### src/rtl/fp2int_pkg.sv
// Shared types and constants for the FP32 -> int32 converter.
// Optional macro FP2INT_ROUND_NEAREST_EN selects round-to-nearest-even in fp2int_fsm.
package fp2int_pkg;

  typedef enum logic [1:0] {
    IDLE  = 2'd0,
    LOAD  = 2'd1,
    SHIFT = 2'd2,
    ROUND = 2'd3
  } state_t;

  typedef enum logic [1:0] {
    ZERO = 2'd0,
    NORM = 2'd1,
    SPEC = 2'd2
  } fp_class_t;

  localparam int FP_BIAS    = 127;
  localparam int MANT_W     = 23;
  localparam int MAX_RSHIFT = 25;

  localparam logic [31:0] INT_MAX = 32'h7FFFFFFF;
  localparam logic [31:0] INT_MIN = 32'h80000000;

  // Bits moved in one SHIFT cycle: the configured step, clipped to what is left.
  function automatic logic [4:0] step_clip(input logic [4:0] rem, input logic [4:0] step);
    return (rem < step) ? rem : step;
  endfunction

endpackage

### src/rtl/fp32_unpack.sv
// Combinational FP32 field decoder: sign, unbiased exponent, mantissa with
// hidden bit, operand class and NaN/Inf detection.
module fp32_unpack
  import fp2int_pkg::*;
(
  input  logic [31:0]       f,
  output logic              sign,
  output logic signed [8:0] exp_unb,
  output logic [23:0]       mant,
  output logic [1:0]        cls,
  output logic              is_nan,
  output logic              is_inf
);

  logic exp_zero;
  logic exp_ones;
  fp_class_t cls_val;

  assign exp_zero = (f[30:23] == 8'd0);
  assign exp_ones = (f[30:23] == 8'hFF);

  assign sign    = f[31];
  assign exp_unb = $signed({1'b0, f[30:23]}) - 9'(FP_BIAS);
  assign mant    = {1'b1, f[MANT_W-1:0]};
  assign is_inf  = exp_ones && (f[MANT_W-1:0] == 23'd0);
  assign is_nan  = exp_ones && (f[MANT_W-1:0] != 23'd0);

  // Denormals fall into ZERO: their magnitude is far below one LSB of the result.
  always_comb begin
    cls_val = NORM;
    if (exp_zero) begin
      cls_val = ZERO;
    end else if (exp_ones) begin
      cls_val = SPEC;
    end
  end

  assign cls = cls_val;

endmodule

### src/rtl/fp2int_fsm.sv
// Multi-cycle FP32 -> signed int32 converter with a serial barrel shifter.
// Define FP2INT_ROUND_NEAREST_EN for round-to-nearest-even; default truncates.
module fp2int_fsm
  import fp2int_pkg::*;
#(
  parameter int SHIFT_STEP = 1
) (
  input  logic        clk,
  input  logic        rst_n,
  input  logic        r_i,
  input  logic [31:0] f,
  output logic [31:0] q,
  output logic        r_o,
  output logic        busy,
  output logic        ovf
);

  localparam logic [4:0] STEP = 5'(SHIFT_STEP);

  state_t      state_reg, state_next;
  logic [31:0] f_reg, f_next;
  logic [31:0] acc_reg, acc_next;
  logic [4:0]  rem_reg, rem_next;
  logic        left_reg, left_next;
  logic        sign_reg, sign_next;
  logic        sat_reg, sat_next;
  logic        nan_reg, nan_next;
  logic        exact_min_reg, exact_min_next;
  logic [31:0] q_reg, q_next;
  logic        ovf_reg, ovf_next;
  logic        r_o_reg, r_o_next;
  logic        busy_reg, busy_next;
`ifdef FP2INT_ROUND_NEAREST_EN
  logic        guard_reg, guard_next;
  logic        sticky_reg, sticky_next;
  logic [4:0]  step_m1;
`endif

  logic              u_sign;
  logic signed [8:0] u_exp;
  logic [23:0]       u_mant;
  logic [1:0]        u_cls;
  logic              u_nan;
  logic              u_inf;

  fp32_unpack u_unpack (
    .f       (f_reg),
    .sign    (u_sign),
    .exp_unb (u_exp),
    .mant    (u_mant),
    .cls     (u_cls),
    .is_nan  (u_nan),
    .is_inf  (u_inf)
  );

  logic [4:0]        step;
  logic signed [8:0] rsh;
  logic              inc;
  logic [32:0]       mag;

  always_comb begin
    state_next     = state_reg;
    f_next         = f_reg;
    acc_next       = acc_reg;
    rem_next       = rem_reg;
    left_next      = left_reg;
    sign_next      = sign_reg;
    sat_next       = sat_reg;
    nan_next       = nan_reg;
    exact_min_next = exact_min_reg;
    q_next         = q_reg;
    ovf_next       = ovf_reg;
    r_o_next       = r_o_reg;
    busy_next      = busy_reg;
    step           = step_clip(rem_reg, STEP);
    rsh            = 9'sd23 - u_exp;
`ifdef FP2INT_ROUND_NEAREST_EN
    guard_next  = guard_reg;
    sticky_next = sticky_reg;
    step_m1     = step - 5'd1;
    inc         = guard_reg & (sticky_reg | acc_reg[0]);
`else
    inc         = 1'b0;
`endif
    mag = {1'b0, acc_reg} + {32'd0, inc};

    case (state_reg)
      IDLE: begin
        r_o_next = 1'b0;
        if (r_i) begin
          f_next     = f;
          busy_next  = 1'b1;
          state_next = LOAD;
        end
      end

      LOAD: begin
        sign_next      = u_sign;
        sat_next       = 1'b0;
        nan_next       = 1'b0;
        exact_min_next = 1'b0;
        left_next      = 1'b0;
        acc_next       = 32'd0;
        rem_next       = 5'd0;
`ifdef FP2INT_ROUND_NEAREST_EN
        guard_next  = 1'b0;
        sticky_next = 1'b0;
`endif
        if (u_cls == ZERO) begin
          acc_next = 32'd0;
        end else if (u_nan || u_inf || (u_exp >= 9'sd31)) begin
          // -2^31 exactly is representable; everything else here saturates.
          sat_next       = 1'b1;
          nan_next       = u_nan;
          exact_min_next = u_sign && (u_exp == 9'sd31) && (u_mant[MANT_W-1:0] == 23'd0);
        end else if (u_exp >= 9'sd23) begin
          left_next = 1'b1;
          acc_next  = {8'd0, u_mant};
          rem_next  = 5'(u_exp - 9'sd23);
        end else begin
          acc_next = {8'd0, u_mant};
          rem_next = (rsh > 9'(MAX_RSHIFT)) ? 5'(MAX_RSHIFT) : 5'(rsh);
        end
        state_next = (rem_next == 5'd0) ? ROUND : SHIFT;
      end

      SHIFT: begin
        acc_next = left_reg ? (acc_reg << step) : (acc_reg >> step);
`ifdef FP2INT_ROUND_NEAREST_EN
        if (!left_reg) begin
          // The previous guard is no longer the last bit out, so it joins sticky.
          guard_next  = acc_reg[step_m1];
          sticky_next = sticky_reg | guard_reg |
                        (|(acc_reg & ~(32'hFFFFFFFF << step_m1)));
        end
`endif
        rem_next = rem_reg - step;
        if (rem_next == 5'd0) begin
          state_next = ROUND;
        end
      end

      ROUND: begin
        r_o_next   = 1'b1;
        busy_next  = 1'b0;
        state_next = IDLE;
        if (sat_reg) begin
          q_next   = (nan_reg || !sign_reg) ? INT_MAX : INT_MIN;
          ovf_next = !exact_min_reg;
        end else if ((mag[32:31] != 2'b00) && !(sign_reg && (mag == 33'h080000000))) begin
          q_next   = sign_reg ? INT_MIN : INT_MAX;
          ovf_next = 1'b1;
        end else begin
          q_next   = sign_reg ? (~mag[31:0] + 32'd1) : mag[31:0];
          ovf_next = 1'b0;
        end
      end

      default: state_next = IDLE;
    endcase
  end

  always_ff @(posedge clk or negedge rst_n) begin
    if (!rst_n) begin
      state_reg     <= IDLE;
      f_reg         <= 32'd0;
      acc_reg       <= 32'd0;
      rem_reg       <= 5'd0;
      left_reg      <= 1'b0;
      sign_reg      <= 1'b0;
      sat_reg       <= 1'b0;
      nan_reg       <= 1'b0;
      exact_min_reg <= 1'b0;
      q_reg         <= 32'd0;
      ovf_reg       <= 1'b0;
      r_o_reg       <= 1'b0;
      busy_reg      <= 1'b0;
`ifdef FP2INT_ROUND_NEAREST_EN
      guard_reg     <= 1'b0;
      sticky_reg    <= 1'b0;
`endif
    end else begin
      state_reg     <= state_next;
      f_reg         <= f_next;
      acc_reg       <= acc_next;
      rem_reg       <= rem_next;
      left_reg      <= left_next;
      sign_reg      <= sign_next;
      sat_reg       <= sat_next;
      nan_reg       <= nan_next;
      exact_min_reg <= exact_min_next;
      q_reg         <= q_next;
      ovf_reg       <= ovf_next;
      r_o_reg       <= r_o_next;
      busy_reg      <= busy_next;
`ifdef FP2INT_ROUND_NEAREST_EN
      guard_reg     <= guard_next;
      sticky_reg    <= sticky_next;
`endif
    end
  end

  assign q    = q_reg;
  assign ovf  = ovf_reg;
  assign r_o  = r_o_reg;
  assign busy = busy_reg;

endmodule
### config.mk
export PLATFORM = sky130hd
export DESIGN_NAME = fp2int_fsm
export DESIGN_NICKNAME = d
export VERILOG_FILES = /design/src/rtl/fp2int_pkg.sv /design/src/rtl/fp32_unpack.sv /design/src/rtl/fp2int_fsm.sv
export SDC_FILE = /design/constraint.sdc
export NUM_CORES = 1
export LEC_CHECK = 0
export ABC_AREA = 1
export BUFFER_PORTS_ARGS = -buffer_cell sky130_fd_sc_hd__clkbuf_2
export CORE_MARGIN = 2
export CORE_UTILIZATION = 36
export CTS_CLUSTER_SIZE = 24
export DETAILED_ROUTE_END_ITERATION = 12
export SLEW_MARGIN = 20
export SYNTH_ARGS = -nofsm -noshare
export SYNTH_HDL_FRONTEND = slang
export SYNTH_SLANG_ARGS = --single-unit
### constraint.sdc
create_clock -name clk -period 2.1 [get_ports clk]
set_input_delay 0.105 -clock clk [delete_from_list [all_inputs] [get_ports clk]]
set_output_delay 0.105 -clock clk [all_outputs]
set_load 0.02 [all_outputs]
# Yosys cells after proc, flatten, opt, wreduce, memory -nomap -nowiden
# Index checks and enable logic that the tools add are counted.
# totals
reg_bits	111
latch_bits	0
ramBits	0
romBits	0
inputBits	35
out_inout_bits	35
word_cells	93
mem_count	0
# classes
add_sub_neg	5
n_mul	0
div_mod_pow	0
order_cmp	4
n_eq_ne	8
n_shift	2
n_mux	36
bitwise_logic	1
n_reduce_logical	24
# op_table
cell	count
2-to-1 mux 32 bit	6
one-hot mux 32 bit (2 select lines)	1
2-to-1 mux 24 bit	2
adder 32 x 1 -> 32 bit (second input constant)	1
equality test 32 bit (second input constant)	1
NOT 32 bit	1
<< shifter 32 x 5 -> 32 bit	1
right shift 32 x 5 -> 32 bit	1
2-to-1 mux 5 bit	6
logical NOT 23 bit	1
nonzero test 23 bit	1
greater-or-equal comparator 9 x 6 -> 1 bit (second input constant)	2
2-to-1 mux 1 bit	13
logical NOT 5 bit	2
one-hot mux 5 bit (2 select lines)	1
equality test 9 x 6 -> 1 bit (second input constant)	1
> comparator 9 x 6 -> 1 bit (second input constant)	1
subtractor 6 x 9 -> 9 bit (first input constant)	1
subtractor 8 x 7 -> 9 bit (second input constant)	1
equality test 8 bit (second input constant)	1
logical NOT 8 bit	1
2-to-1 mux 2 bit	4
one-hot mux 2 bit (4 select lines)	1
logical AND 1 bit	6
12 further kinds	23

# Longest topological paths before layout
# Gate-level depths: netlist of run 1.
# logic_depth
depth_word	11
mapped_depth	19

# Modules after synthesis
# From an unflattened synthesis of run 1, not the netlist that was laid out.
# hier_totals
hier_cells	1012
hier_area_um2	7362.1
# modules_own_cells
module	instances	cells_per_inst	area_per_inst_um2	seq_area_each_um2
fp2int_fsm	1	930	6889.1	2777.7
fp32_unpack	1	82	473.0	0.0

# Worst setup path after synthesis of run 1
# OpenSTA, ideal clock, no wires.
# synth_timing
kind	register to register
startpoint	register f_reg[23]
endpoint	register state_reg[0]
setup_time_ns	0.073
arrival_time_ns	2.185
path_slack_ns	-0.158
path_stages_with_launch	18
path_cell_list	dfrtp_1 -> ha_1 -> nand2_2 -> inv_2 -> nand3_1 -> nand2_1 -> ha_1 -> nor2_1 -> nand3_1 -> nand2_1 -> nand2_1 -> nor2_1 -> nand2_1 -> nand3_2 -> nand2_1 -> o21ai_0 -> nand2_1 -> a21oi_2
# synth_between
elab_chain_cells	11
# synth_rtl
item	line	rtl
from (decl)	fp2int_fsm.sv:21	logic [31:0] f_reg, f_next;
from (signal assigned)	fp2int_fsm.sv:184	f_reg <= f_next;
subtractor 8 x 7 -> 9 bit	fp32_unpack.sv:23	assign exp_unb = $signed({1'b0, f[30:23]}) - 9'(FP_BIAS);
subtractor 6 x 9 -> 9 bit	fp2int_fsm.sv:76	rsh = 9'sd23 - u_exp;
> comparator 9 x 6 -> 1 bit	fp2int_fsm.sv:122	rem_next = (rsh > 9'(MAX_RSHIFT)) ? 5'(MAX_RSHIFT) : 5'(rsh);
2-to-1 mux 5 bit	fp2int_fsm.sv:122	
2-to-1 mux 5 bit	fp2int_fsm.sv:116	end else if (u_exp >= 9'sd23) begin
2-to-1 mux 5 bit	fp2int_fsm.sv:111	end else if (u_nan || u_inf || (u_exp >= 9'sd31)) begin
2-to-1 mux 5 bit (*)	fp2int_fsm.sv:109	if (u_cls == ZERO) begin
2-to-1 mux 5 bit (*)	fp2int_fsm.sv:87	case (state_reg)
logical NOT 5 bit (*)	fp2int_fsm.sv:124	state_next = (rem_next == 5'd0) ? ROUND : SHIFT;
2-to-1 mux 1 bit (*)	fp2int_fsm.sv:124	
one-hot mux 2 bit (4 select lines) (*)	fp2int_fsm.sv:87	
to (signal assigned)	fp2int_fsm.sv:183	state_reg <= state_next;
to (decl)	fp2int_fsm.sv:20	state_t state_reg, state_next;
# Mark *: on every way between the ends. The rest lies on a longest branch, timed or not. The select of a mux whose other input is x is not followed.
# A chain may end at the register's enable or synchronous reset.

# Worst setup path in the final report of run 1
# layout_timing
startpoint	register f_reg[24]
endpoint	register state_reg[0]
# Same word-level chain as after synthesis.

==> out/metrics.yaml, run 1 <==
global_routing:
  initial_antenna_violation_count: 0
  grt_pass1_wl_um: 32100
  grt_remaining_overflow: 0
  grt_total_usage_pct: 19.4
  grt_pass1_vias: 6276
  pin_count_of_the_biggest_net_entering_global_routing: 58
timing:
  setup_repair_after_global_routing_missed_its_margin: "true"
  finalCritPeriodShare_pct: 101
  setup_ws_ps: -21.0
  timing.final.max_slew_violations: 0
  fmax_mhz: 471
  slew-limit-headroom_pct: 61.5
  period_minus_slack_ps: 2120
  final-hold-violation-count: 0
  finalClockSkew_ps: 13.6
  worst-slew-pin-transition_ps: 572
  finalSetupViolations: 6
  fin_setup_tns_ps: -63.7
critical_path:
  crit_path_max_fanout: 4
  regToRegSetupSlack_ps: -20
  cell_chain_critical_path: "buf_6 -> nand2_4 -> nor2_4 -> buf_4 -> nand3_2 -> nand2_4 -> inv_2 -> nor2_4 -> nand2_2 -> nand2_4 -> nand2_1 -> nor2_2 -> nand2_2 -> a21oi_2 -> nor2_1 -> nand2_1 -> a21oi_2"
  most_repeated_library_cell_on_the_critical_path: "sky130_fd_sc_hd__nand2_4"
  critPathRequiredTime_ps: 2350
  worstReg2RegStart: "f_reg[24]$_DFFE_PN0P_"
  path_class: "flop to flop"
  timing.critical_path.slowest_cell_delay_ps: 400
  end_kind: "flop"
  critical_path_arrival_ps: 2370
  r2r_cells: 17
  startpoint_type: "flop"
  worst_r2r_endpoint: "state_reg[0]$_DFFE_PN0P_"
  critical_path.slowest_cell: "sky130_fd_sc_hd__dfrtp_1"
routing:
  route.detailed.wl_per_inst_um: 14.6
  post-route-drc-count: 0
  via_count: 6938
  wirelength_um: 20100
  drtPass1Iterations: 5
  viasPerCell: 5.05
  postRouteAntennaNets: 0
  drt-initial-drc-count: 560
clocking:
  cts_max_path_buffers: 2
  insertion_delay_ps: 370
  numCtsBuffers: 9
  cts-root-buf: "sky130_fd_sc_hd__clkbuf_16"
  tritoncts: "built"
  cts_sinks: 111
  htreeDepth: 3
  clkTransAtPathRegs_ps: 70
synthesis:
  synth.top_cells.by_count: "sky130_fd_sc_hd__nand2_1 (204), sky130_fd_sc_hd__dfrtp_1 (111), sky130_fd_sc_hd__nor2_1 (99), sky130_fd_sc_hd__inv_1 (85), sky130_fd_sc_hd__a21oi_1 (75)"
  ys_dominant_reg_cell: "sky130_fd_sc_hd__dfrtp_1"
  synth_nets: 984
  register_area_share_after_synthesis_pct: 39.4
  synthTopCellsByArea: "sky130_fd_sc_hd__dfrtp_1 (39%), sky130_fd_sc_hd__nand2_1 (11%), sky130_fd_sc_hd__a21oi_1 (5.3%), sky130_fd_sc_hd__nor2_1 (5.3%), sky130_fd_sc_hd__inv_1 (4.5%)"
  yosys_warnings: 0
  avgSynthCellArea_um2: 7.53
  postSynthCellCount: 936
  synth_enable_flop_cells: 0
  netlist-cell-type-count: 51
  synth_most_common_cell: "sky130_fd_sc_hd__nand2_1"
  synthDominantAreaCellType: "sky130_fd_sc_hd__dfrtp_1"
  synth.cell_area_um2: 7050
  synth_top_area_share_pct: 39.4
  ys_async_sr_fraction_pct: 100
  synth_seq_cells: 111
die:
  floorplan.initialDensity_pct: 36.5
  row_count: 51
  die_h_um: 144
  placeableCoreArea_um2: 19300
  floorplan.die.width_um: 144
  io_pins: 70
  design.die.area_um2: 20700
pwr:
  power_frac_comb_pct: 65.0
  clock_group_share_of_total_power_pct: 10.4
  worst_ir_drop_vdd_v: 0.000852
  power_density_nw_per_um2: 1840
  pwr-share-seq_pct: 24.6
  fin_total_pwr_mw: 17.0
  p_sw_mw: 8.44
  leakagePower_nw: 4.34
  cell_internal_pwr_mw: 8.59
  netSwitchingFraction_pct: 49.5
final_layout:
  ratio_of_cells_with_drive_above_1_in_the_final_layout_pct: 29.3
  final_cell_count_no_fill: 1373
  multi_input_area_um2: 4030
  finish.net_count: 1151
  fin_util_pct: 48.0
  syn_to_final_growth_pct: 31.5
  ff_latch_area_um2: 2780
  insertedDiodeCount: 0
  filler_cell_count: 1936
hold_path:
  hp-class: "input port to flop"
  worstHoldEndpoint: "busy$_DFFE_PN0P_"
  hold_path_depth: 4
  worst_min_path_start: "r_i"
place:
  post-dp-hpwl_um: 14500
  place.gp.congestion: 0.864
  port-buffer-count: 69
  placed_cells: 1307
run:
  maxCapViolations: 0
run_status:
  run_status: "finished with violations"
  failed_checks: "negative setup slack"
[critical path: cells and delay by family, from the launching register on]
kind	cells	cell delay, ps
AND/OR/NAND/NOR	12	1140
flip-flops	1	400
buffers and inverters	3	310
AO/OA/AOI/OAI	2	170
[routing by layer]
metal  up-vias  track usage [%]  share of wire (%)
met1      3218             29.6                 50
met4         0             4.39                1.5
li1       3478                -                  -
met5         -                0                  0
met3        29             3.50                5.4
met2       213             28.5                 43
[placed cells by master (no fill, tap or decap), types with 5 or more instances in the layout]
cell type                       instances
sky130_fd_sc_hd__a21oi_1               64
sky130_fd_sc_hd__a21oi_2               11
sky130_fd_sc_hd__a31oi_2               19
sky130_fd_sc_hd__buf_4                 90
sky130_fd_sc_hd__clkbuf_16             11
sky130_fd_sc_hd__clkbuf_2              68
sky130_fd_sc_hd__dfrtp_1              108
sky130_fd_sc_hd__dlygate4sd3_1         33
sky130_fd_sc_hd__ha_1                   7
sky130_fd_sc_hd__inv_1                 78
sky130_fd_sc_hd__inv_2                 12
sky130_fd_sc_hd__nand2_1              197
sky130_fd_sc_hd__nand2_2               35
sky130_fd_sc_hd__nand2_4                7
sky130_fd_sc_hd__nand3_1               53
sky130_fd_sc_hd__nand3_2                6
sky130_fd_sc_hd__nand4_1               21
sky130_fd_sc_hd__nor2_1                90
sky130_fd_sc_hd__nor2_2                12
sky130_fd_sc_hd__nor2_4                 5
sky130_fd_sc_hd__nor4_1                 8
sky130_fd_sc_hd__o2111ai_1              5
sky130_fd_sc_hd__o211ai_1              17
sky130_fd_sc_hd__o21ai_0               51
sky130_fd_sc_hd__o21ai_1                9
sky130_fd_sc_hd__o21ai_2                8
sky130_fd_sc_hd__xor2_1                14
[logic make-up after synthesis]
logic type	synth area share, %
AO/OA/AOI/OAI	19.4
XOR/XNOR	1.74
adder cells (fa/ha/maj)	2.31
buffers and inverters	7.81
flip-flops	39.4
AND/OR/NAND/NOR	29.4
[worst max path at each step]
stage	slack (ps)	endpoint	from	cells past startpoint
after detailed placement	-100	rem_reg[4]$_DFFE_PN0P_	f_reg[24]$_DFFE_PN0P_	14
after global placement	-120	state_reg[0]$_DFFE_PN0P_	rem_reg[1]$_DFFE_PN0P_	14
after CTS	-40	rem_reg[1]$_DFFE_PN0P_	f_reg[24]$_DFFE_PN0P_	17
after floorplan	-4	state_reg[0]$_DFFE_PN0P_	f_reg[23]$_DFFE_PN0P_	17
final	-20	state_reg[0]$_DFFE_PN0P_	f_reg[24]$_DFFE_PN0P_	17
after global routing	-230	state_reg[0]$_DFFE_PN0P_	rem_reg[3]$_DFFE_PN0P_	14
[per-stage QoR]
| stage | hold WS (ps) | setup slack [ps] | area, um^2 |
|---|---|---|---|
| after floorplan | -191 | -3.51 | 7090 |
| after global placement | 100 | -116 | 8200 |
| after detailed placement | 93.7 | -100 | 8200 |
| after CTS | 104 | -40.3 | 8940 |
| after global routing | 131 | -226 | 9270 |
| final | 133 | -21.0 | 9270 |
[cell type report]
type                            instances  area share (%)
Multi-Input combinational cell        689            43.4
Sequential cell                       111            30.0
Timing Repair Buffer                  199            16.0
Inverter                               93            3.82
Tap cell                              265            3.58
Clock buffer                           10            2.47
Clock inverter                          6           0.742
[timing repair]
item / in CTS / in global routing
resized for setup: 17 / 60
endpoints found under the setup margin: 11 / 59
gates cloned: 0 / 3
hold buffers: 33 / 0
setup buffers: 7 / 7
endpoints found under the hold margin: 66 / 0
pin swaps: 9 / 22
[power groups by stage]
stage / Clock, mW / Sequential [mW] / Combinational (mW)
6_report: 1.77 / 4.19 / 11.1
5_1_grt: 1.90 / 4.31 / 12.3
4_1_cts: 1.81 / 4.13 / 10.3
3_5_place_dp: 0 / 4.15 / 9.96
3_3_place_gp: 0 / 4.13 / 9.85
2_1_floorplan: 0 / 4.33 / 6.69
No activity file was read; power rests on OpenSTA's default activity.
==> run 2, diff against run 1 <==
==> constraint.sdc (replaced) <==
create_clock -name clk -period 2 [get_ports clk]
set_input_delay 0.1 -clock clk [delete_from_list [all_inputs] [get_ports clk]]
set_output_delay 0.1 -clock clk [all_outputs]
set_load 0.02 [all_outputs]
==> out/metrics.yaml, run 2 (synthesis gave the netlist of run 1 again) <==
run_status:
  run_status: "finished with violations"
  failed_checks: "negative setup slack"
clocking:
  numCtsBuffers: 9
  cts_max_path_buffers: 2
  htreeDepth: 3
  cts_sinks: 111
  tritoncts: "built"
  cts-root-buf: "sky130_fd_sc_hd__clkbuf_16"
  clkTransAtPathRegs_ps: 70
  insertion_delay_ps: 370
pwr:
  worst_ir_drop_vdd_v: 0.00105
  leakagePower_nw: 4.66
  power_density_nw_per_um2: 1930
timing:
  final-hold-violation-count: 0
  period_minus_slack_ps: 2230
  setup_repair_after_global_routing_missed_its_margin: "true"
  timing.final.max_slew_violations: 0
  finalSetupViolations: 40
  finalClockSkew_ps: 10.4
  finalCritPeriodShare_pct: 111
  slew-limit-headroom_pct: 61.5
  setup_ws_ps: -230
  fmax_mhz: 448
  worst-slew-pin-transition_ps: 577
final_layout:
  mostFrequentLayoutCell: "sky130_fd_sc_hd__nand2_1"
  syn_to_final_growth_pct: 41.7
  finish.net_count: 1187
  mostFrequentLayoutCells: "sky130_fd_sc_hd__nand2_1 (185), sky130_fd_sc_hd__dfrtp_1 (110), sky130_fd_sc_hd__buf_4 (104), sky130_fd_sc_hd__nor2_1 (88), sky130_fd_sc_hd__inv_1 (76)"
  layout.cell_area.non_filler_um2: 9990
  ratio_of_cells_with_drive_above_1_in_the_final_layout_pct: 35.5
  final_cell_count_no_fill: 1408
  filler_cell_count: 1852
  insertedDiodeCount: 0
die:
  floorplan.die.width_um: 144
  design.die.area_um2: 20700
  io_pins: 70
  floorplan.initialDensity_pct: 36.5
  row_count: 51
  die_h_um: 144
  placeableCoreArea_um2: 19300
routing:
  drtPass1Iterations: 7
  drt-initial-drc-count: 457
  viasPerCell: 5.08
  post-route-drc-count: 0
  wirelength_um: 20600
  route.detailed.wl_per_inst_um: 14.7
  postRouteAntennaNets: 0
  via_count: 7147
critical_path:
  regToRegSetupSlack_ps: -230
  end_kind: "flop"
  crit_path_max_fanout: 6
  startpoint_type: "flop"
  path_class: "flop to flop"
  critical_path_arrival_ps: 2520
  critPathRequiredTime_ps: 2290
global_routing:
  grt_pass1_vias: 6658
  grt_pass1_wl_um: 33500
  grt_remaining_overflow: 0
  grt_total_usage_pct: 20.4
  pin_count_of_the_biggest_net_entering_global_routing: 53
  initial_antenna_violation_count: 0
hold_path:
  hp-class: "input port to flop"
run:
  maxCapViolations: 0
place:
  port-buffer-count: 69
  post-dp-hpwl_um: 14800
  placed_cells: 1330
  placedInstanceArea_um2: 8420
  post-place-ws_ps: -195
  place.gp.congestion: 0.891
run 2: metal layers:
layer / wire (um) / GRT usage (%)
met1: 10300 / 29.9
met2: 9060 / 31.2
met3: 923 / 3.37
met4: 382 / 5.16
met5: 0 / 0
run 2: report_power, final:
group | internal [mW] | leakage, nW | switching (mW)
sequential | 3.38 | 1.33 | 0.940
combinational | 5.48 | 3.17 | 7.53
clock | 1.09 | 0.149 | 0.845
total | 9.95 | 4.66 | 9.31
run 2: what timing repair did:
item / in CTS / in global routing
pin swaps: 26 / 54
buffers inserted: 16 / 14
hold buffers: 33 / 0
gates cloned: 2 / 3
resized for setup: 47 / 120
setup endpoints to repair: 46 / 70
endpoints found under the hold margin: 73 / 0
run 2: final timing paths:
check,start,cells after the start,endpoint
max,f_reg[24]$_DFFE_PN0P_,14,acc_reg[19]$_DFFE_PN0P_
min,r_i,4,busy$_DFFE_PN0P_
max reg2reg,f_reg[24]$_DFFE_PN0P_,14,acc_reg[19]$_DFFE_PN0P_
min reg2reg,q[27]$_DFFE_PN0P_,1,q[27]$_DFFE_PN0P_
max in group asynchronous,rst_n,3,f_reg[25]$_DFFE_PN0P_
min in group asynchronous,rst_n,2,ovf$_DFFE_PN0P_
run 2: critical path, stage by stage, from the launching register on:
cell                        delay, ps
sky130_fd_sc_hd__dfrtp_1          400
sky130_fd_sc_hd__buf_6            140
sky130_fd_sc_hd__nand2_4           50
sky130_fd_sc_hd__nor2_4           160
sky130_fd_sc_hd__buf_4            130
sky130_fd_sc_hd__nand2_1           40
sky130_fd_sc_hd__nand2_1          100
sky130_fd_sc_hd__nand2_4           60
sky130_fd_sc_hd__buf_4            150
sky130_fd_sc_hd__nand4_4          110
sky130_fd_sc_hd__nand3b_4         120
sky130_fd_sc_hd__nor2_8           210
sky130_fd_sc_hd__bufbuf_16        290
sky130_fd_sc_hd__nand2_2           60
sky130_fd_sc_hd__a31oi_2          120
run 2: layout make-up:
type                       instances  area (um^2)  area share [%]
inverter                          93          362            3.62
clock inverter                     5         81.3           0.814
clock buffer                      10          229            2.29
tap                              265          332            3.32
multi-input combinational        689         4300            43.0
timing repair buffer             235         1910            19.1
sequential                       111         2780            27.8
run 2: metrics by stage:
step	power, mW	util [%]	setup TNS (ps)	hold WS (ps)
finish	19.3	51.7	-5250	136
global route	20.9	51.7	-14730	136
CTS	18.1	48.7	-2490	102
detailed placement	15.3	43.6	-2190	141
global placement	15.1	43.6	-919	145
floorplan	11.6	-	-414	-196
